<file path="src/rtl/input_debouncer_if.sv">
// Signal bundle between the raw-input source and the debouncer.
// The bounce_cnt member exists only when DEBOUNCE_BOUNCE_CNT_EN is defined.
interface input_debouncer_if;
  logic       raw_in;
  logic       a_out;
  logic       rise_pulse;
  logic       fall_pulse;
  logic       busy;
`ifdef DEBOUNCE_BOUNCE_CNT_EN
  logic [7:0] bounce_cnt;

  modport master (output raw_in, input a_out, input rise_pulse, input fall_pulse,
                  input busy, input bounce_cnt);
  modport slave  (input raw_in, output a_out, output rise_pulse, output fall_pulse,
                  output busy, output bounce_cnt);
`else
  modport master (output raw_in, input a_out, input rise_pulse, input fall_pulse,
                  input busy);
  modport slave  (input raw_in, output a_out, output rise_pulse, output fall_pulse,
                  output busy);
`endif
endinterface

</file>
<file path="src/rtl/input_debouncer.sv">
// Synchronises and debounces raw_in into a clean level a_out with rise/fall pulses.
// Optional abort counter output bounce_cnt is enabled by defining DEBOUNCE_BOUNCE_CNT_EN.
module input_debouncer #(
  parameter int SYNC_STAGES   = 2,
  parameter int STABLE_CYCLES = 4
) (
  input logic               clk,
  input logic               reset,
  input_debouncer_if.slave  dbif
);

  localparam int              CW       = $clog2(STABLE_CYCLES) + 1;
  localparam logic [CW-1:0]   CNT_LAST = CW'(STABLE_CYCLES - 1);

  typedef enum logic [1:0] {
    LOW    = 2'd0,
    CHK_HI = 2'd1,
    HIGH   = 2'd2,
    CHK_LO = 2'd3
  } state_t;

  logic [SYNC_STAGES-1:0] sync_chain_r;
  logic                   sync_s;
  state_t                 state_r;
  logic [CW-1:0]          cnt_r;
  logic                   a_out_r;
  logic                   rise_r;
  logic                   fall_r;

  assign sync_s = sync_chain_r[SYNC_STAGES-1];

  // Synchroniser chain: raw_in enters at bit 0, sync_s is the last stage.
  always_ff @(posedge clk or posedge reset) begin
    if (reset) begin
      sync_chain_r <= {SYNC_STAGES{1'b0}};
    end else begin
      sync_chain_r <= {sync_chain_r[SYNC_STAGES-2:0], dbif.raw_in};
    end
  end

  // Debounce FSM with stability counter and registered level/pulse outputs.
  always_ff @(posedge clk or posedge reset) begin
    if (reset) begin
      state_r <= LOW;
      cnt_r   <= {CW{1'b0}};
      a_out_r <= 1'b0;
      rise_r  <= 1'b0;
      fall_r  <= 1'b0;
    end else begin
      rise_r <= 1'b0;
      fall_r <= 1'b0;
      case (state_r)
        LOW: begin
          if (sync_s) begin
            state_r <= CHK_HI;
            cnt_r   <= {CW{1'b0}};
          end else begin
            state_r <= LOW;
          end
        end
        CHK_HI: begin
          if (!sync_s) begin
            state_r <= LOW;
            cnt_r   <= {CW{1'b0}};
          end else if (cnt_r == CNT_LAST) begin
            state_r <= HIGH;
            cnt_r   <= {CW{1'b0}};
            a_out_r <= 1'b1;
            rise_r  <= 1'b1;
          end else begin
            cnt_r <= cnt_r + CW'(1);
          end
        end
        HIGH: begin
          if (!sync_s) begin
            state_r <= CHK_LO;
            cnt_r   <= {CW{1'b0}};
          end else begin
            state_r <= HIGH;
          end
        end
        CHK_LO: begin
          if (sync_s) begin
            state_r <= HIGH;
            cnt_r   <= {CW{1'b0}};
          end else if (cnt_r == CNT_LAST) begin
            state_r <= LOW;
            cnt_r   <= {CW{1'b0}};
            a_out_r <= 1'b0;
            fall_r  <= 1'b1;
          end else begin
            cnt_r <= cnt_r + CW'(1);
          end
        end
        default: begin
          // Corrupted state: recover to the reset condition.
          state_r <= LOW;
          cnt_r   <= {CW{1'b0}};
          a_out_r <= 1'b0;
        end
      endcase
    end
  end

  assign dbif.a_out      = a_out_r;
  assign dbif.rise_pulse = rise_r;
  assign dbif.fall_pulse = fall_r;
  assign dbif.busy       = (state_r == CHK_HI) || (state_r == CHK_LO);

`ifdef DEBOUNCE_BOUNCE_CNT_EN
  logic       abort_s;
  logic [7:0] bounce_cnt_r;

  assign abort_s = ((state_r == CHK_HI) && !sync_s) || ((state_r == CHK_LO) && sync_s);

  // Saturating count of aborted qualifications, cleared only by reset.
  always_ff @(posedge clk or posedge reset) begin
    if (reset) begin
      bounce_cnt_r <= 8'd0;
    end else if (abort_s && (bounce_cnt_r != 8'd255)) begin
      bounce_cnt_r <= bounce_cnt_r + 8'd1;
    end else begin
      bounce_cnt_r <= bounce_cnt_r;
    end
  end

  assign dbif.bounce_cnt = bounce_cnt_r;
`endif

endmodule
</file>
<file path="src/flat_wrapper.sv">
// flat-port wrapper written by rule: the top's interface ports become plain ports
module input_debouncer_flat 
#(
  parameter int SYNC_STAGES   = 2,
  parameter int STABLE_CYCLES = 4
)
  (clk, reset, dbif_raw_in, dbif_a_out, dbif_rise_pulse, dbif_fall_pulse, dbif_busy);
  input_debouncer_if dbif_i ();
  input logic clk;
  input logic reset;
  input wire logic [$bits(dbif_i.raw_in)-1:0] dbif_raw_in;
  output wire logic [$bits(dbif_i.a_out)-1:0] dbif_a_out;
  output wire logic [$bits(dbif_i.rise_pulse)-1:0] dbif_rise_pulse;
  output wire logic [$bits(dbif_i.fall_pulse)-1:0] dbif_fall_pulse;
  output wire logic [$bits(dbif_i.busy)-1:0] dbif_busy;
  assign dbif_i.raw_in = dbif_raw_in;
  assign dbif_a_out = dbif_i.a_out;
  assign dbif_rise_pulse = dbif_i.rise_pulse;
  assign dbif_fall_pulse = dbif_i.fall_pulse;
  assign dbif_busy = dbif_i.busy;
  input_debouncer #(.SYNC_STAGES(SYNC_STAGES), .STABLE_CYCLES(STABLE_CYCLES)) u_core (.clk(clk), .reset(reset), .dbif(dbif_i));
endmodule
</file>
<file path="config.mk">
export PLATFORM = sky130hd
export DESIGN_NAME = input_debouncer_flat
export DESIGN_NICKNAME = d
export VERILOG_FILES = /design/src/rtl/input_debouncer_if.sv /design/src/rtl/input_debouncer.sv /design/src/flat_wrapper.sv
export SDC_FILE = /design/constraint.sdc
export NUM_CORES = 1
export LEC_CHECK = 0
export ABC_AREA = 1
export BUFFER_PORTS_ARGS = -buffer_cell sky130_fd_sc_hd__buf_2
export CORE_AREA = 2 2 39 41
export DETAILED_ROUTE_END_ITERATION = 16
export DIE_AREA = 0 0 41 43
export GPL_TIMING_DRIVEN = 0
export PLACE_DENSITY = 0.55
export SYNTH_ARGS = -nofsm -noshare
export SYNTH_HDL_FRONTEND = slang
export SYNTH_SLANG_ARGS = --single-unit
</file>
<file path="constraint.sdc">
create_clock -name clk -period 1.8 [get_ports clk]
set_input_delay 0.36 -clock clk [delete_from_list [all_inputs] [get_ports clk]]
set_output_delay 0.36 -clock clk [all_outputs]
set_load 0.05 [all_outputs]
</file>
Word-level counts from Yosys, hierarchy flattened
Index checks and enable logic that the tools add are counted.
{"block": "word_totals", "register_bits": 10, "in_bits": 3, "out_inout_bits": 4, "wordCells": 48}
{"block": "classes", "add_sub_neg": 1, "eq_ne": 12, "n_mux": 23, "n_reduce_logical": 6}
{"cell": "$mux W3", "n": 5}
{"cell": "$pmux W3 S4", "n": 1}
{"cell": "$mux W1", "n": 11}
{"cell": "$mux W2", "n": 4}
{"cell": "$ne A2 B1 Y1 const B", "n": 4}
{"cell": "$pmux W2 S4", "n": 1}
{"cell": "$reduce_and A5 Y1", "n": 1}
{"cell": "$eq A2 B2 Y1 const B", "n": 2}
{"cell": "$ne A2 B2 Y1 const B", "n": 2}
{"cell": "$reduce_and A2 Y1", "n": 2}
{"cell": "$add A3 B1 Y3 const B", "n": 1}
{"cell": "$eq A3 B2 Y1 const B", "n": 1}
{"cell": "$ne A3 B1 Y1 const B", "n": 1}
{"cell": "$ne A3 B3 Y1 const B", "n": 1}
{"cell": "$eq A2 B1 Y1 const B", "n": 1}
{"cell": "$logic_not A2 Y1", "n": 1}
{"cell": "$pmux W1 S2", "n": 1}
{"cell": "$reduce_bool A2 Y1", "n": 1}
{"cell": "$logic_or A1 B1 Y1", "n": 1}

Depth between registers and ports, before layout
Gate-level depths: netlist of run 1.
{"block": "logic_depth", "ltp_word": 4, "ltp_mapped": 6, "mapped_depth_nobuf": 6}

Worst setup path before layout of run 1
No wires, ideal clock.
{"block": "synth_timing", "kind": "reg-to-output", "start": "register u_core.state_r[0]", "end": "output port dbif_busy", "arrival_time_ns": 0.883, "t_required_ns": 1.440, "slack_ns": 0.557, "stages_incl_launch_ff": 2, "n_path_buf": 1, "path_cell_list": "dfrtp_1 clkbuf_1"}
{"block": "synth_via", "elab_chain_cells": 2, "word_cells_on_any_way": 3, "classes_between": "eq/ne (2); reduce/logical (1)"}
{"element": "from (decl)", "line_no": "input_debouncer.sv:24", "rtl": "state_t state_r;"}
{"element": "from (signal assigned)", "line_no": "input_debouncer.sv:44", "rtl": "state_r <= LOW;"}
{"element": "from (signal assigned)", "line_no": "input_debouncer.sv:55", "rtl": "state_r <= CHK_HI;"}
{"element": "from (signal assigned)", "line_no": "input_debouncer.sv:58", "rtl": "state_r <= LOW;"}
{"element": "$eq A2 B1 Y1 or $eq A2 B2 Y1 (tied branches)", "line_no": "input_debouncer.sv:108", "rtl": "assign dbif.busy = (state_r == CHK_HI) || (state_r == CHK_LO);"}
{"element": "$logic_or A1 B1 Y1 *", "line_no": "input_debouncer.sv:108"}
{"element": "to (decl)", "line_no": "flat_wrapper.sv:15", "rtl": "output wire logic [$bits(dbif_i.busy)-1:0] dbif_busy;"}
Mark *: on every way between the ends. The rest lies on a longest branch, timed or not.

Worst setup path after layout of run 1
Ends and elaborated chain as after synthesis.

==> summary.txt, run 1 <==
CP cell instances: clkbuf_1 > buf_2
Max Cap Violations: 0
Mapped Area: 442.9 um^2
Clock transition at path regs: 0.06 ns
Slowest-stage cell, CP: dfrtp_1
number of synthesis warnings: 0
reg2reg start: u_core.cnt_r[0]
worst-case vdd ir drop: 536.9 uV
RSZ-0062 raised after global routing: no
H-tree depth: 1
die area: 1763 um^2
NumNets Final: 67
DRT Wirelength: 759 um
number of global-route vias before repair: 323
CP bufs+invs: 2
Netlist cell types: 15
Initial Util: 0.3201
Initial DRC Count: 3
crit path from: u_core.state_r[0]
CP Launch Type: register
FP Rows: 14
Ports: 7
Cells after Synth: 52
overall global routing resource usage: 0.1163
Reg2Reg Setup Slack: 0.71 ns
status: completed
initial antenna violation count: 0
Core ar.: 1384 um^2
Worst setup EP type: output port
setup repair bufs after CTS: 0
slowest stage delay, CP: 0.44 ns
Pre-antenna DRT Iters: 4
Lkg Pwr: 0.0002947 uW
port buffer count: 6
PD cells: 1396 nW/um^2
Slew Limit Headroom: 0.7587
clk_skew: 0.0007518 ns
Longest Clk Path Bufs: 2
Post-DRT Antenna Nets: 0
global route overflow: 0
fin crit share: 0.7876
Vias/cell: 4.260
routed wl met3: 44 um
most frequent cells in the layout: nand2_1 (14), inv_1 (10), dfrtp_1 (10)
met1 WL: 374 um
Yosys reg bits: 10
worst path required time: 1.44 ns
Worst path top cell family by delay: flip-flops
Max Fanout on Critical Path: 6
R2R Path End: u_core.dbif.a_out
first-pass GRT wire length: 1297 um
largest net degree at the start of global routing: 11
Die Y: 43 um
Max Transition Viols Final: 0
Slew @ Worst Pin: 0.3615 ns
critical path arrival: 1.06 ns
Fin. Hold Viols: 0
post-synthesis sequential area ratio: 0.5650
worst hold-check path type: input pin to asynchronous set/reset pin
final-layout fill cell count: 158
# DRC: 0
Avg Cell Area, Syn: 8.518 um^2
ant diodes: 0
CTS root buf: clkbuf_4
GP Congestion: 0.7273
most common cell after layout, fill and taps aside: nand2_1
Highest Signal Layer: met4
vias post-DR: 328
Inserted Clock Buffers: 3
clk sinks: 10
synthesized net count: 56
share of cells above drive strength 1: 0.1967
die width: 41 um
setup violators final: 0
WS Path Type: register to output port
cells on worst reg2reg path: 6
total negative slack: 0 ns
routed wl met2: 331 um
Overall Power: 719.7 uW
TritonCTS clock tree: done
Clk Latency, worst-skew pair: 0.25 ns
routed len/inst: 9.857 um
Layout area overhead: 16.38%
maximum clock frequency: 705.4 MHz
dpl hpwl: 577 um
# resized after CTS: 0
fin crit period: 1.418 ns
hold_buf cts: 0
==> how the worst max path moves through the flow <==
stage	to	depth (start not counted)	slack, ns
4_1_cts	dbif_busy	2	0.36
2_1_floorplan	dbif_busy	1	0.56
3_5_place_dp	dbif_busy	2	0.65
5_1_grt	dbif_busy	2	0.33
3_3_place_gp	dbif_busy	2	0.65
6_report	dbif_busy	2	0.38
==> flip-flops by register name, indices dropped and copies added, names as in the netlist, named ones only <==
signal	count
u_core.cnt_r	3
u_core.dbif.a_out	1
u_core.dbif.fall_pulse	1
u_core.dbif.rise_pulse	1
u_core.state_r	1
u_core.sync_chain_r	2
==> report_power, final <==
group	total [uW]	switching [uW]	internal [uW]
sequential	323	45.0	278
combinational	254	177	77.5
clock	143	66.0	76.7
total	720	288	432
==> layout make-up <==
cell class	count	area, um^2	share of cell area
Sequential cell	10	250.2	0.4854
Multi-Input combinational cell	30	147.6	0.2864
Clock buffer	3	22.52	0.04369
Buffer	1	3.754	0.007282
Timing Repair Buffer	6	30.03	0.05825
Inverter	11	41.29	0.08010
Tap cell	16	20.02	0.03883
==> synth_stat cells <==
master    instances  area (um^2)
nand2_1          14        52.55
dfrtp_1          10        250.2
inv_1            10        37.54
nor2_1            4        15.01
nand3_1           3        15.01
nand4_1           2        12.51
a21oi_1           1        5.000
clkbuf_1          1        3.750
ha_1              1        12.51
inv_2             1        3.750
nand3_2           1        10.01
nand3b_1          1        7.510
nor2_2            1        6.260
o21ai_0           1        5.000
or2_0             1        6.260
==> cell families (layout without fill, tap and decap cells) <==
kind of cell | Yosys count | in the layout | share of synthesized area
AO/OA/AOI/OAI | 2 | 2 | 0.02258
adder cells (fa/ha/maj) | 1 | 1 | 0.02824
buffers and inverters | 12 | 21 | 0.1017
flip-flops | 10 | 10 | 0.5650
AND/OR/NAND/NOR | 27 | 27 | 0.2825
==> metal layers <==
layer	global-route usage	up-vias
li1	-	176
met1	0.1458	141
met2	0.1531	9
met3	0.03665	2
met4	0.1000	0
met5	0	-
==> stage by stage <==
| stage | setup WS, ns | instances | util | hold WS (ns) | instance area [um^2] |
|---|---|---|---|---|---|
| finish | 0.3824 | 77 | 0.3725 | 0.06156 | 515.5 |
| global placement | 0.6514 | 74 | 0.3562 | 0.3320 | 493.0 |
| detailed placement | 0.6543 | 74 | 0.3562 | 0.3362 | 493.0 |
| CTS | 0.3643 | 77 | 0.3725 | 0.06209 | 515.5 |
| global route | 0.3299 | 77 | 0.3725 | 0.1036 | 515.5 |
| floorplan | 0.5571 | 52 | - | 0.2002 | 442.9 |
Power figures use the tool's default switching activity.
==> inputs of run 2 (changes only) <==
Clock period 1.8 ns to 1.4 ns, I/O delays scaled along.
==> summary.txt, run 2 (synthesized netlist as in run 1, its figures left out) <==
largest registers: u_core.cnt_r x3, u_core.sync_chain_r x2
Clk Latency, worst-skew pair: 0.25 ns
# DRC: 0
die area: 1763 um^2
Layout area overhead: 18.64%
dpl hpwl: 577 um
Slew Limit Headroom: 0.7587
initial antenna violation count: 0
ant diodes: 0
final-layout fill cell count: 159
CTS root buf: clkbuf_4
DRT Wirelength: 767 um
Inserted Clock Buffers: 3
# resized after CTS: 0
worst-case vdd ir drop: 690.3 uV
Clock transition at path regs: 0.06 ns
die width: 41 um
routed len/inst: 9.833 um
clk_skew: 0.0007925 ns
fin crit period: 1.338 ns
Initial Util: 0.3201
critical path arrival: 1.06 ns
Die Y: 43 um
multi-input logic area: 147.6 um^2
share of cells above drive strength 1: 0.1935
Slew @ Worst Pin: 0.3615 ns
Max Fanout on Critical Path: 6
Vias/cell: 4.282
Lkg Pwr: 0.0002989 uW
PD cells: 1765 nW/um^2
port buffer count: 6
overall global routing resource usage: 0.1184
post-layout util: 0.3797
Longest Clk Path Bufs: 2
vias post-DR: 334
TritonCTS clock tree: done
Worst setup EP type: output port
Max Cap Violations: 0
H-tree depth: 1
WS Path Type: register to output port
total negative slack: 0 ns
Most flops, register: u_core.cnt_r
clk sinks: 10
fin crit share: 0.9555
GP Congestion: 0.7273
maximum clock frequency: 747.6 MHz
worst hold-check path type: input pin to register
Initial DRC Count: 3
Post-DRT Antenna Nets: 0
RSZ-0062 raised after global routing: no
global route overflow: 0
Max Transition Viols Final: 0
max reg flops: 3
status: completed
DP Area: 493.0 um^2
worst path required time: 1.12 ns
worst hold slack: 0.1324 ns
most common cell after layout, fill and taps aside: nand2_1
Post-Layout Inst Area: 525.5 um^2
number of global-route vias before repair: 328
most frequent cells in the layout: nand2_1 (14), inv_1 (10), dfrtp_1 (10)
Core ar.: 1384 um^2
FP Rows: 14
CP Launch Type: register
largest net degree at the start of global routing: 11
Pre-antenna DRT Iters: 4
NumNets Final: 68
setup violators final: 0
first-pass GRT wire length: 1324 um
Fin. Hold Viols: 0
FF/Latch Area: 250.2 um^2
Ports: 7
## run 2: power breakdown
part	internal (uW)	switching, uW	total [uW]
Combinational	101	227	329
Clock	98.6	84.8	183
Sequential	357	57.9	415
## run 2: cell type report
| class | count | share of cell area |
|---|---|---|
| Multi-Input combinational cell | 30 | 0.2810 |
| Clock buffer | 3 | 0.04286 |
| Inverter | 11 | 0.07857 |
| Buffer | 1 | 0.007143 |
| Timing Repair Buffer | 7 | 0.07619 |
| Sequential cell | 10 | 0.4762 |
| Tap cell | 16 | 0.03810 |
## run 2: path summary, 6_finish.rpt
check | start | to | cells after the start | slack [ns]
setup / recovery | u_core.state_r[0] | dbif_busy | 2 | 0.06
hold / removal | dbif_raw_in | u_core.sync_chain_r[0] | 1 | 0.13
setup reg to reg | u_core.cnt_r[0] | u_core.dbif.a_out | 6 | 0.31
hold reg to reg | u_core.sync_chain_r[0] | u_core.sync_chain_r[1] | 0 | 0.35
max in group asynchronous | reset | u_core.cnt_r[2] | 3 | 0.61
min in group asynchronous | reset | u_core.cnt_r[1] | 3 | 0.53
## run 2: metrics by stage
step	power, uW	setup slack [ns]	std cells
final	927.5	0.06235	78
after global routing	1003	0.009901	78
after CTS	946.3	0.04427	78
after detailed placement	752.7	0.3108	74
after global placement	746.2	0.3271	74
after floorplan	674.5	0.2371	52
## run 2: critical path: stages (launching register included)
cell,delay (ns)
dfrtp_1,0.44
clkbuf_1,0.11
buf_2,0.25
## run 2: metal layers
| metal | GRT usage | up-vias | part of all wire |
|---|---|---|---|
| li1 | - | 178 | - |
| met1 | 0.1458 | 145 | 0.49 |
| met2 | 0.1594 | 9 | 0.45 |
| met3 | 0.03665 | 2 | 0.052 |
| met4 | 0.1000 | 0 | 0.012 |
| met5 | 0 | - | 0 |
## run 2: what timing repair did
action,in CTS,in global routing
endpoints found under the hold margin,10,0
buffers inserted,0,0
setup endpoints to repair,0,0
hold buffers,1,0
==> inputs of run 3 (changes only) <==
Settings changed: ABC_AREA 1 to default, GPL_TIMING_DRIVEN 0 to 1, PLACE_DENSITY 0.55 to 0.51.
==> summary.txt, run 3 <==
status: completed
CTS root buf: clkbuf_4
Clock transition at path regs: 0.06 ns
Slew @ Worst Pin: 0.3622 ns
max reg flops: 3
initial antenna violation count: 0
first-pass GRT wire length: 1083 um
final-layout fill cell count: 147
setup violators final: 0
GP Congestion: 0.7440
Max Transition Viols Final: 0
Inserted Clock Buffers: 3
Max Fanout on Critical Path: 8
sw frac: 0.3344
share of cells above drive strength 1: 0.2000
Layout area overhead: 19.69%
Seq pwr share: 0.510
PD cells: 1622 nW/um^2
Max Cap Violations: 0
WS Path Type: register to output port
Lkg Pwr: 0.0002374 uW
Reg2Reg Setup Slack: 0.24 ns
Longest Clk Path Bufs: 2
Int Pwr: 517.3 uW
Initial DRC Count: 5
Ports: 7
Mapped Area: 400.4 um^2
clk sinks: 10
worst-case vdd ir drop: 682.2 uV
Initial Util: 0.2893
H-tree depth: 1
slowest stage delay, CP: 0.46 ns
largest net degree at the start of global routing: 11
HP Start: dbif_raw_in
Yosys top cell by area: dfrtp_1
# DRC: 0
synthesized net count: 40
Most flops, register: u_core.cnt_r
fin crit share: 0.9266
RSZ-0062 raised after global routing: no
maximum clock frequency: 770.8 MHz
total negative slack: 0 ns
NumNets Final: 51
Logic pwr share: 0.258
Clk Latency, worst-skew pair: 0.25 ns
largest registers: u_core.cnt_r x3, u_core.sync_chain_r x2
top cell type's share of synthesized area: 0.6250
FP Rows: 14
CP bufs+invs: 1
fin crit period: 1.297 ns
ys async rst share: 1.000
die width: 41 um
Pre-antenna DRT Iters: 3
Yosys reg bits: 10
TritonCTS clock tree: done
Core ar.: 1384 um^2
post-synthesis sequential area ratio: 0.6250
most frequent cells in the layout: dfrtp_1 (10), buf_2 (6), nand2_1 (5)
cells on worst reg2reg path: 4
number of synthesis warnings: 0
ant diodes: 0
Cells after Synth: 36
CP cell instances: buf_2
multi-input logic area: 138.9 um^2
Post-DRT Antenna Nets: 0
EDFF count, synth: 0
Worst path top cell family by delay: flip-flops
overall global routing resource usage: 0.09848
number of global-route vias before repair: 276
top post-synthesis cells by count: dfrtp_1 (10), nand2_1 (5), nor2_1 (3), o21ai_0 (3), inv_1 (2)
routed len/inst: 9.918 um
vias post-DR: 272
ys flop type: dfrtp_1
Die Y: 43 um
most common cell in the netlist: dfrtp_1
Avg Cell Area, Syn: 11.12 um^2
port buffer count: 6
Post-Layout Inst Area: 479.2 um^2
Psw: 259.8 uW
dpl hpwl: 436.4 um
die area: 1763 um^2
CP Launch Type: register
clock power share: 0.233
Fin. Hold Viols: 0
FF/Latch Area: 250.2 um^2
synth top area cells: dfrtp_1 (63%), nand2_1 (4.7%), o21ai_0 (3.8%)
global route overflow: 0
Netlist cell types: 18
# resized after CTS: 0
worst path required time: 1.12 ns
reg2reg start: u_core.cnt_r[0]
worst hold endpoint: u_core.sync_chain_r[0]
most common cell after layout, fill and taps aside: dfrtp_1
hold depth: 1
Vias/cell: 4.459
DP Area: 446.7 um^2
Worst setup EP type: output port
worst hold-check path type: input pin to register
clk_skew: 0.003562 ns
Slowest-stage cell, CP: dfrtp_1
critical path arrival: 1.02 ns
Slew Limit Headroom: 0.7583
DRT Wirelength: 605 um
R2R Path End: u_core.dbif.a_out
## run 3: cell types whose count changed after synthesis, sizes merged, moves of 2 or more
cell | before | now
nand3 | 4 | 0
nand4 | 2 | 0
inv | 11 | 2
o21ai | 1 | 3
nor2 | 5 | 3
nand2 | 14 | 5
## run 3: what timing repair did
| item | in CTS | in global routing |
|---|---|---|
| hold buffers | 1 | 0 |
| setup buffers | 0 | 0 |
| endpoints found under the hold margin | 10 | 0 |
| endpoints found under the setup margin | 0 | 0 |
## run 3: area by class of cell
class	count	area share
Timing Repair Buffer	7	0.08355
Sequential cell	10	0.5222
Clock buffer	3	0.04700
Multi-Input combinational cell	23	0.2898
Tap cell	16	0.04178
Inverter	2	0.01567
## run 3: metal layers
layer | routed length (um) | up-vias | global-route usage | share of wire
met2 | 284 | 8 | 0.1375 | 0.47
met4 | 0 | 0 | 0.04000 | 0
met1 | 275 | 125 | 0.1067 | 0.45
met5 | 0 | - | 0 | 0
met3 | 45 | 0 | 0.07853 | 0.074
li1 | - | 139 | - | -
## run 3: kinds of logic after synthesis
logic type,count (synthesis),share of synthesized area
buffers and inverters,3,0.02812
AND/OR/NAND/NOR,13,0.1657
adder cells (fa/ha/maj),1,0.03125
AO/OA/AOI/OAI,7,0.1062
flip-flops,10,0.6250
XOR/XNOR,2,0.04376
## run 3: worst register-to-register path, cell delays in order, from the launching register on
cell,delay [ns]
dfrtp_1,0.39
ha_1,0.23
and3b_1,0.20
a21oi_1,0.14
o21ai_0,0.08
## run 3: through the flow
stage,power [uW],setup WS [ns],hold slack [ns],util,std cells
after floorplan,561.3,0.2446,0.1202,-,36
after CTS,794.8,0.08008,0.1241,0.3463,61
after detailed placement,604.5,0.2400,0.2671,0.3228,57
after global placement,603.6,0.2625,0.2733,0.3228,57
after global routing,845.8,0.001625,0.1164,0.3463,61
final,777.1,0.1027,0.1332,0.3463,61
## run 3: how the worst max path moves through the flow
stage | end | slack (ns) | cells after the start | from
2_1_floorplan | dbif_busy | 0.24 | 1 | u_core.state_r[0]
3_3_place_gp | u_core.dbif.a_out | 0.26 | 4 | u_core.cnt_r[0]
3_5_place_dp | u_core.dbif.a_out | 0.24 | 4 | u_core.cnt_r[0]
4_1_cts | dbif_busy | 0.08 | 1 | u_core.state_r[0]
5_1_grt | dbif_busy | 0.002 | 1 | u_core.state_r[0]
6_report | dbif_busy | 0.10 | 1 | u_core.state_r[0]
## run 3: power by group through the flow
stage | clock [uW] | combinational, uW | sequential, uW
floorplan | 0 | 169 | 393
global placement | 0 | 202 | 402
detailed placement | 0 | 200 | 404
CTS | 192 | 205 | 398
global route | 201 | 232 | 412
finish | 181 | 200 | 396
